<file path="src/rtl/evt_word_assembler.sv">
// evt_word_assembler: packs received UART bytes into event words, buffers them
// in a first-word-fall-through FIFO and counts words lost to overflow or timeout.
module evt_word_assembler #(
    parameter int unsigned BYTES_PER_WORD = 4,
    parameter int unsigned MSB_FIRST      = 1,
    parameter int unsigned FIFO_DEPTH     = 8,
    parameter int unsigned TIMEOUT_CYCLES = 12000,
    parameter int unsigned CNT_W          = 16
) (
    input  logic                                clk,
    input  logic                                rst,
    input  logic [7:0]                          rx_data,
    input  logic                                rx_valid,
    output logic [8*BYTES_PER_WORD-1:0]         word_data,
    output logic                                word_valid,
    input  logic                                word_ready,
    output logic [$clog2(FIFO_DEPTH+1)-1:0]     fifo_level,
    output logic [CNT_W-1:0]                    overflow_cnt,
    output logic [CNT_W-1:0]                    timeout_cnt,
    output logic                                drop_pulse
);

    localparam int unsigned WORD_W   = 8 * BYTES_PER_WORD;
    localparam int unsigned IDX_W    = (BYTES_PER_WORD > 1) ? $clog2(BYTES_PER_WORD) : 1;
    localparam int unsigned LAST_IDX = BYTES_PER_WORD - 1;
    localparam int unsigned AW       = $clog2(FIFO_DEPTH);
    localparam int unsigned PTR_W    = AW + 1;
    localparam int unsigned LVL_W    = $clog2(FIFO_DEPTH + 1);
    localparam int unsigned TO_W     = (TIMEOUT_CYCLES > 0) ? $clog2(TIMEOUT_CYCLES + 1) : 1;

    typedef enum logic [0:0] {
        IDLE     = 1'b0,
        ASSEMBLE = 1'b1
    } state_t;

    state_t              state;
    state_t              state_nxt;
    logic [IDX_W-1:0]    byte_idx;
    logic [IDX_W-1:0]    idx_nxt;
    logic [TO_W-1:0]     idle_cnt;
    logic [TO_W-1:0]     idle_nxt;
    logic [WORD_W-1:0]   word_buf;
    logic [WORD_W-1:0]   buf_nxt;
    logic [WORD_W-1:0]   asm_word_c;
    logic                complete_c;
    logic                timeout_c;

    logic [WORD_W-1:0]   mem [FIFO_DEPTH];
    logic [PTR_W-1:0]    wr_ptr;
    logic [PTR_W-1:0]    rd_ptr;
    logic [PTR_W-1:0]    wr_nxt;
    logic [PTR_W-1:0]    rd_nxt;
    logic                full_c;
    logic                pop_c;
    logic                push_c;
    logic                ovf_c;

    // Assembler state register
    always_ff @(posedge clk) begin
        if (rst) begin
            state <= IDLE;
        end else begin
            state <= state_nxt;
        end
    end

    // Next state, byte placement, completion and inter-byte timeout
    always_comb begin
        state_nxt  = state;
        idx_nxt    = byte_idx;
        idle_nxt   = idle_cnt;
        buf_nxt    = word_buf;
        asm_word_c = word_buf;
        complete_c = 1'b0;
        timeout_c  = 1'b0;

        for (int unsigned k = 0; k < BYTES_PER_WORD; k++) begin
            if (byte_idx == IDX_W'(k)) begin
                asm_word_c[((MSB_FIRST != 0) ? (WORD_W - 8 - 8 * k) : (8 * k)) +: 8] = rx_data;
            end
        end

        if (rx_valid) begin
            // A byte always wins over a timeout firing in the same cycle
            idle_nxt = '0;
            if (byte_idx == IDX_W'(LAST_IDX)) begin
                complete_c = 1'b1;
                state_nxt  = IDLE;
                idx_nxt    = '0;
                buf_nxt    = '0;
            end else begin
                state_nxt  = ASSEMBLE;
                idx_nxt    = byte_idx + IDX_W'(1);
                buf_nxt    = asm_word_c;
            end
        end else if (state == ASSEMBLE) begin
            if ((TIMEOUT_CYCLES != 0) && (idle_cnt == TO_W'(TIMEOUT_CYCLES - 1))) begin
                timeout_c = 1'b1;
                state_nxt = IDLE;
                idx_nxt   = '0;
                idle_nxt  = '0;
                buf_nxt   = '0;
            end else begin
                idle_nxt  = idle_cnt + TO_W'(1);
            end
        end
    end

    // Assembler datapath registers
    always_ff @(posedge clk) begin
        if (rst) begin
            byte_idx <= '0;
            idle_cnt <= '0;
            word_buf <= '0;
        end else begin
            byte_idx <= idx_nxt;
            idle_cnt <= idle_nxt;
            word_buf <= buf_nxt;
        end
    end

    // FIFO control: a pop in the completing cycle makes room for the new word
    always_comb begin
        full_c = (wr_ptr[AW] != rd_ptr[AW]) && (wr_ptr[AW-1:0] == rd_ptr[AW-1:0]);
        pop_c  = word_valid && word_ready;
        push_c = complete_c && (!full_c || pop_c);
        ovf_c  = complete_c && full_c && !pop_c;
        wr_nxt = push_c ? (wr_ptr + PTR_W'(1)) : wr_ptr;
        rd_nxt = pop_c  ? (rd_ptr + PTR_W'(1)) : rd_ptr;
    end

    // FIFO storage
    always_ff @(posedge clk) begin
        if (push_c) begin
            mem[wr_ptr[AW-1:0]] <= asm_word_c;
        end
    end

    // Pointers, registered head word/flags and saturating drop counters
    always_ff @(posedge clk) begin
        if (rst) begin
            wr_ptr       <= '0;
            rd_ptr       <= '0;
            fifo_level   <= '0;
            word_valid   <= 1'b0;
            word_data    <= '0;
            overflow_cnt <= '0;
            timeout_cnt  <= '0;
            drop_pulse   <= 1'b0;
        end else begin
            wr_ptr     <= wr_nxt;
            rd_ptr     <= rd_nxt;
            fifo_level <= LVL_W'(wr_nxt - rd_nxt);
            word_valid <= (wr_nxt != rd_nxt);
            // New head is the word being pushed when it lands at the read slot
            if (wr_nxt == rd_nxt) begin
                word_data <= '0;
            end else if (push_c && (rd_nxt == wr_ptr)) begin
                word_data <= asm_word_c;
            end else begin
                word_data <= mem[rd_nxt[AW-1:0]];
            end
            if (ovf_c && (overflow_cnt != '1)) begin
                overflow_cnt <= overflow_cnt + CNT_W'(1);
            end
            if (timeout_c && (timeout_cnt != '1)) begin
                timeout_cnt <= timeout_cnt + CNT_W'(1);
            end
            drop_pulse <= ovf_c || timeout_c;
        end
    end

endmodule
</file>
<file path="config.mk">
export PLATFORM = sky130hd
export DESIGN_NAME = evt_word_assembler
export DESIGN_NICKNAME = d
export VERILOG_FILES = /design/src/rtl/evt_word_assembler.sv
export SDC_FILE = /design/constraint.sdc
export NUM_CORES = 1
export LEC_CHECK = 0
export ABC_AREA = 1
export BUFFER_PORTS_ARGS = -buffer_cell sky130_fd_sc_hd__buf_2
export CORE_MARGIN = 2
export CORE_UTILIZATION = 28
export CTS_BUF_LIST = sky130_fd_sc_hd__clkbuf_4
export DETAILED_ROUTE_END_ITERATION = 12
export HOLD_SLACK_MARGIN = 0.03
export PLACE_DENSITY = 0.41
export REMOVE_ABC_BUFFERS = 1
export SYNTH_ARGS = -nofsm -noshare
export SYNTH_HDL_FRONTEND = slang
export SYNTH_SLANG_ARGS = --single-unit
</file>
<file path="constraint.sdc">
create_clock -name clk -period 7.52 [get_ports clk]
set_input_delay 1.504 -clock clk [delete_from_list [all_inputs] [get_ports clk]]
set_output_delay 1.504 -clock clk [all_outputs]
set_load 0.01 [all_outputs]
</file>
# == After elaboration in Yosys (flattened, before gate mapping) ==
# Memories as Yosys holds them, arrays and structs flattened.
# Cells that the tools add are included.
# totals
regBits,127
ramBits,256
input_bits,12
output_inout_bits,70
elab_cells,76
mem_count,1
# op_classes
addsub,7
n_eq_ne,11
mux,27
reduce_logical,18
# memory_table
name,words,width,read_ports,rd_clocked_by_memory_dff,wr,line_no,source
mem,8,32,1,0,1,48,logic [WORD_W-1:0] mem [FIFO_DEPTH];
# ops
operator,n
$mux W32,5
$add A16 B1 Y16 const B,2
$mux W8,4
$ne A16 B16 Y1 const B,2
$add A14 B1 Y14 const B,1
$eq A14 B14 Y1 const B,1
$mux W14,1
$mux W1,11
$add A4 B1 Y4 const B,2
$eq A4 B4 Y1,2
$logic_and A1 B1 Y1,8
$mux W2,4
$mux W4,2
$eq A2 B2 Y1 const B,2
$ne A4 B4 Y1,1
$reduce_bool A2 Y1,2
$reduce_or A2 Y1,2
$sub A4 B4 Y4,1
$eq A3 B3 Y1,1
$add A2 B1 Y2 const B,1
$eq A2 B1 Y1 const B,1
$logic_not A1 Y1,2
$logic_not A2 Y1,1
$logic_or A1 B1 Y1,2
other kinds (2),2

# == Longest topological paths before layout ==
# depth
ltp_word,8
ltp_mapped,17
depth_no_buf,16

# == Least setup slack after synthesis ==
# Ideal clock, no wire load.
# synth_path
path_kind,input-to-reg
startpoint,in word_ready
endpoint,"mem mem[5][0] (netlist name), enable pin"
setup_ns,0.461
arrival_time_ns,4.150
t_required_ns,7.059
path_slack_ns,2.909
cell_stages,6
n_path_buf,0
cell_sequence,nand2_2 > nand2_1 > nor2_1 > nand3_2 > nand2_2 > nor3_1
# synth_between
elab_chain_cells,5
# synth_lines
item,line_no,source
start: declaration,16,"input logic word_ready,"
$logic_and A1 B1 Y1,125,pop_c = word_valid && word_ready;
$logic_or A1 B1 Y1,126,push_c = complete_c && (!full_c || pop_c);
$logic_and A1 B1 Y1,126,
$mux W1,134,if (push_c) begin
$mux W1 (implied by the code),135,mem[wr_ptr[AW-1:0]] <= asm_word_c;
end: declaration,48,
# Every way passes these cells.

# == Worst setup path after layout ==
# layout_path
startpoint,in word_ready
endpoint,reg word_data[11]
# layout_between
elab_chain_cells,6
word_cells_on_any_way,11
cone_classes,2 x eq/ne; 3 x mux; 5 x reduce/logical; 1 x memory
# layout_lines
item,line_no,source
$logic_and A1 B1 Y1 *,125,
"parallel branches: the longest is 5 deep, another holds $mem_v2 Z8 W32",--,
end signal: assignment,159,word_data <= asm_word_c;
end signal: assignment,161,word_data <= mem[rd_nxt[AW-1:0]];
end: declaration,14,"output logic [8*BYTES_PER_WORD-1:0] word_data,"
# Mark *: on every way between the ends.
# A chain may end at the register's enable or synchronous reset.

==> report_table.html <==
<table>
<tr><th>Metric</th><th>Value</th></tr>
<tr><th colspan="2">Run status</th></tr>
<tr><td>Result of the run</td><td>finished, final reports clean</td></tr>
<tr><th colspan="2">Placed design</th></tr>
<tr><td>Final weighted congestion of routability-driven global placement</td><td>around 0.84</td></tr>
<tr><td>Setup WS pre-CTS</td><td>about 2.8 ns</td></tr>
<tr><td>Number of instances in the placed design</td><td>between 2,000 and 3,000</td></tr>
<tr><td>Detailed-placement wirelength estimate</td><td>27.2 mm</td></tr>
<tr><td>Port bufs</td><td>between 80 and 90</td></tr>
<tr><th colspan="2">Floorplan</th></tr>
<tr><td>Height of the die</td><td>between 200 and 300 um</td></tr>
<tr><td>Die Span X</td><td>250 um</td></tr>
<tr><td>Placeable core region</td><td>around 60,000 um^2</td></tr>
<tr><td>Number of core rows</td><td>90</td></tr>
<tr><td>Number of primary I/O pins</td><td>between 80 and 90</td></tr>
<tr><td>Area of the die</td><td>~63,000 um^2</td></tr>
<tr><td>Initial standard-cell utilization of the core</td><td>between 20% and 30%</td></tr>
<tr><th colspan="2">Global route</th></tr>
<tr><td>Global routing's busiest layer</td><td>met2</td></tr>
<tr><td>Initial antenna violation count</td><td>3</td></tr>
<tr><td>Via count of the first global-routing pass</td><td>about 13,000</td></tr>
<tr><td>Global routing met3 resource utilization</td><td>a little under 4%</td></tr>
<tr><td>Largest net degree at the start of global routing</td><td>77</td></tr>
<tr><td>Wire length of the first global-routing pass</td><td>77.2 mm</td></tr>
<tr><td>Combined global-route utilization of all metal layers</td><td>about 16%</td></tr>
<tr><td>Remaining global-route overflow</td><td>0</td></tr>
<tr><td>Global-route track usage on met2</td><td>about a quarter</td></tr>
<tr><td>Met1 GRT Util</td><td>between 20% and 30%</td></tr>
<tr><th colspan="2">CTS</th></tr>
<tr><td>Cts-stage hold buffer count</td><td>0</td></tr>
<tr><td>CTS buffer count</td><td>roughly 110</td></tr>
<tr><td>Clock latency on the worst-skew pair</td><td>0.88 ns</td></tr>
<tr><td>Clk sink count</td><td>383</td></tr>
<tr><td>Number of gates resized after CTS</td><td>0</td></tr>
<tr><td>Number of buffers inserted to repair setup after CTS</td><td>0</td></tr>
<tr><td>CTS tree</td><td>done</td></tr>
<tr><td>Depth of the CTS H-tree</td><td>3</td></tr>
<tr><td>Clock-pin slew of the registers on the worst-case setup and hold paths</td><td>about 0.060 ns</td></tr>
<tr><td>Number of buffers on the longest clock path</td><td>3</td></tr>
<tr><td>CTS root buffer</td><td>clkbuf_4</td></tr>
<tr><th colspan="2">STA</th></tr>
<tr><td>Slew at the pin with the worst max-slew slack</td><td>between 1 and 1.5 ns</td></tr>
<tr><td>Max Transition Viols Final</td><td>0</td></tr>
<tr><td>Total of endpoints with negative setup slack in the final report</td><td>0</td></tr>
<tr><td>Max Freq</td><td>about 260 MHz</td></tr>
<tr><td>Worst-case hold slack</td><td>0.455 ns</td></tr>
<tr><td>Relative slew margins</td><td>approximately a fifth</td></tr>
<tr><td>Fin crit share</td><td>50.3%</td></tr>
<tr><td>Worst-case setup margin in the final layout</td><td>3.74 ns</td></tr>
<tr><td>Final hold viol count</td><td>0</td></tr>
<tr><td>Final critical path time including I/O delays and setup</td><td>3.78 ns</td></tr>
<tr><td>RSZ-0062 raised after global routing</td><td>false</td></tr>
<tr><td>Setup TNS</td><td>0 ns</td></tr>
<tr><td>Max Clock Skew</td><td>0.0697 ns</td></tr>
<tr><th colspan="2">Logic synthesis</th></tr>
<tr><td>Netlist Area Pre-Place</td><td>between 15,000 and 20,000 um^2</td></tr>
<tr><td>Synth top area cells</td><td>edfxtp_1 (45%), dfxtp_1 (15%), nand2_1 (13%)</td></tr>
<tr><td>Yosys reg bits</td><td>about 380</td></tr>
<tr><td>Post-synthesis cell type count</td><td>32</td></tr>
<tr><td>Most common library cells after synthesis</td><td>nand2_1 (571), nand3_1 (264), inv_1 (258)</td></tr>
<tr><td>Number of instances in the synthesized netlist</td><td>roughly 1,900</td></tr>
<tr><td>Seq/Total Area, Yosys</td><td>between 60 and 70%</td></tr>
<tr><td>Number of synthesized flops with an enable pin</td><td>approximately 260</td></tr>
<tr><td>Most frequently used cell type in the post-synthesis netlist</td><td>nand2_1</td></tr>
<tr><td>Syn avg cell area</td><td>8.92 um^2</td></tr>
<tr><td>Synth area leader</td><td>edfxtp_1</td></tr>
<tr><td>Async set or reset register ratio after synthesis</td><td>0%</td></tr>
<tr><td>Number of warnings printed during yosys synthesis</td><td>0</td></tr>
<tr><td>Area fraction of the dominant cell type after synthesis</td><td>45.2%</td></tr>
<tr><td>Most used DFF post-synth</td><td>edfxtp_1</td></tr>
<tr><th colspan="2">Detailed routing</th></tr>
<tr><td>Vias</td><td>13,177</td></tr>
<tr><td>DRC errors left</td><td>0</td></tr>
<tr><td>Wirelength per Cell</td><td>approximately 17 um</td></tr>
<tr><td>Iter 0 DRT Violations</td><td>660</td></tr>
<tr><td>Number of antenna-violating nets in the routed design</td><td>0</td></tr>
<tr><td>Detailed-route vias per instance</td><td>about 4.5</td></tr>
<tr><td>Routed wire length</td><td>about 50 mm</td></tr>
<tr><td>Drt pass-1 iters</td><td>4</td></tr>
<tr><th colspan="2">Worst hold path</th></tr>
<tr><td>Worst min-delay path class</td><td>register to register</td></tr>
<tr><td>Endpoint, Worst Hold</td><td>word_buf[8]</td></tr>
<tr><td>Startpoint of the tightest hold check path</td><td>word_buf[8]</td></tr>
<tr><td>Worst hold path depth</td><td>2</td></tr>
<tr><th colspan="2">Power</th></tr>
<tr><td>Maximum resistive drop on vdd</td><td>0.0913 mV</td></tr>
<tr><td>Reported leakage power</td><td>~8.5 nW</td></tr>
<tr><td>Pwr Density</td><td>around 250 nW/um^2</td></tr>
<tr><th colspan="2">Setup path</th></tr>
<tr><td>Endpoint kind of the worst setup timing path</td><td>register</td></tr>
<tr><td>Launch instance of the worst register-to-register path</td><td>wr_ptr[0]</td></tr>
<tr><td>Depth of the most critical reg-to-reg path</td><td>16</td></tr>
<tr><td>Kind of critical path</td><td>primary input to register</td></tr>
<tr><td>Worst reg-to-reg setup slack</td><td>about 4 ns</td></tr>
<tr><td>Crit Path Max Fanout</td><td>76</td></tr>
<tr><td>Kind of start point of the critical path</td><td>primary input</td></tr>
<tr><td>Arrival time at the worst endpoint</td><td>4.47 ns</td></tr>
<tr><td>Critical Path RT</td><td>a little over 8 ns</td></tr>
<tr><td>Endpoint of the lowest-slack register-to-register path</td><td>word_data[8]</td></tr>
<tr><th colspan="2">Run</th></tr>
<tr><td>Number of max-cap violations</td><td>0</td></tr>
<tr><th colspan="2">Final layout</th></tr>
<tr><td>Fin cells</td><td>between 2,000 and 3,000</td></tr>
<tr><td>Share of layout cells above drive strength 1</td><td>15.3%</td></tr>
<tr><td>Number of fill cells in the layout</td><td>approximately 6,300</td></tr>
<tr><td>Layout net count</td><td>between 2,000 and 2,500</td></tr>
<tr><td>Area added between synthesis and finish</td><td>15.9%</td></tr>
<tr><td>Post-layout utilization of the core</td><td>between 30% and 40%</td></tr>
</table>
through the flow:
stage          total power, mW  area, um^2
2_1_floorplan             2.77       16600
3_3_place_gp              3.01       18300
3_5_place_dp              3.01       18300
4_1_cts                   5.03       19700
5_1_grt                   5.22       19700
6_report                  4.94       19700
critical path, stage by stage:
cell,delay [ns]
buf_2,0.09
nand2_2,0.11
inv_2,0.14
nand2_2,0.05
buf_4,0.32
nand2_4,0.13
buf_4,0.56
buf_4,0.85
nand2_1,0.13
nand3_1,0.14
nand3_1,0.09
nand2_1,0.10
nand2_1,0.05
nand2_1,0.10
nor2_1,0.05
final cells by class:
cell class	count	area (um^2)	share of cell area [%]
flip-flops and latches	383	10200	51.9
multi-input cells	1174	5450	27.6
clock buffers	179	1340	6.81
inverters	270	1010	5.15
well taps	782	978	4.96
repair buffers	106	593	3.01
clock inverters	23	96.3	0.489
diodes	7	17.5	0.0888
flip-flops by register name, summed over array words and instances, names as in the netlist:
signal / cells
word_data: 32
mem: 256
word_valid: 1
drop_pulse: 1
timeout_cnt: 16
state: 1
byte_idx: 2
word_buf: 32
rd_ptr: 4
fifo_level: 4
overflow_cnt: 16
idle_cnt: 14
wr_ptr: 4
cells in the final DEF (no fill, tap or decap), types with 8 or more instances in the layout:
master	n
nand2_2	8
buf_2	81
inv_1	257
nand2_1	569
nand3_1	264
ha_1	12
clkbuf_4	179
nand4_1	11
nand3b_1	32
o21ai_0	54
clkinv_1	21
nor2_1	97
xor2_1	14
edfxtp_1	256
a21oi_1	41
inv_2	12
nor3_1	17
o21ai_1	19
dfxtp_1	127
buf_4	25
worst max-delay path by stage:
stage | slack [ns] | to | startpoint
global placement | 2.90 | word_data[8] | word_ready
global route | 3.58 | word_data[8] | word_ready
CTS | 3.78 | word_data[8] | word_ready
detailed placement | 2.83 | word_data[8] | word_ready
finish | 3.74 | word_data[11] | word_ready
floorplan | 1.92 | word_data[0] | word_ready
power by group:
group / switching (mW) / internal [mW]
logic: 0.458 / 0.171
clock network: 0.916 / 1.07
registers: 0.0198 / 2.30
kinds of logic (layout without fill, tap and decap cells):
kind of cell / Yosys count / count (layout) / share of synthesized area, %
buffers and inverters: 350 / 578 / 8.23
AND/OR/NAND/NOR: 1024 / 1024 / 26.1
XOR/XNOR: 21 / 21 / 1.08
other: 0 / 7 / 0
adder cells (fa/ha/maj): 13 / 13 / 1.00
AO/OA/AOI/OAI: 116 / 116 / 3.45
flip-flops: 383 / 383 / 60.1
routing by layer:
layer	vias to the layer above	wire length, um
li1	6551	-
met1	6224	24000
met2	315	22700
met3	87	2640
met4	0	971
met5	-	0
Note: power is estimated with default switching activity, not from simulation.
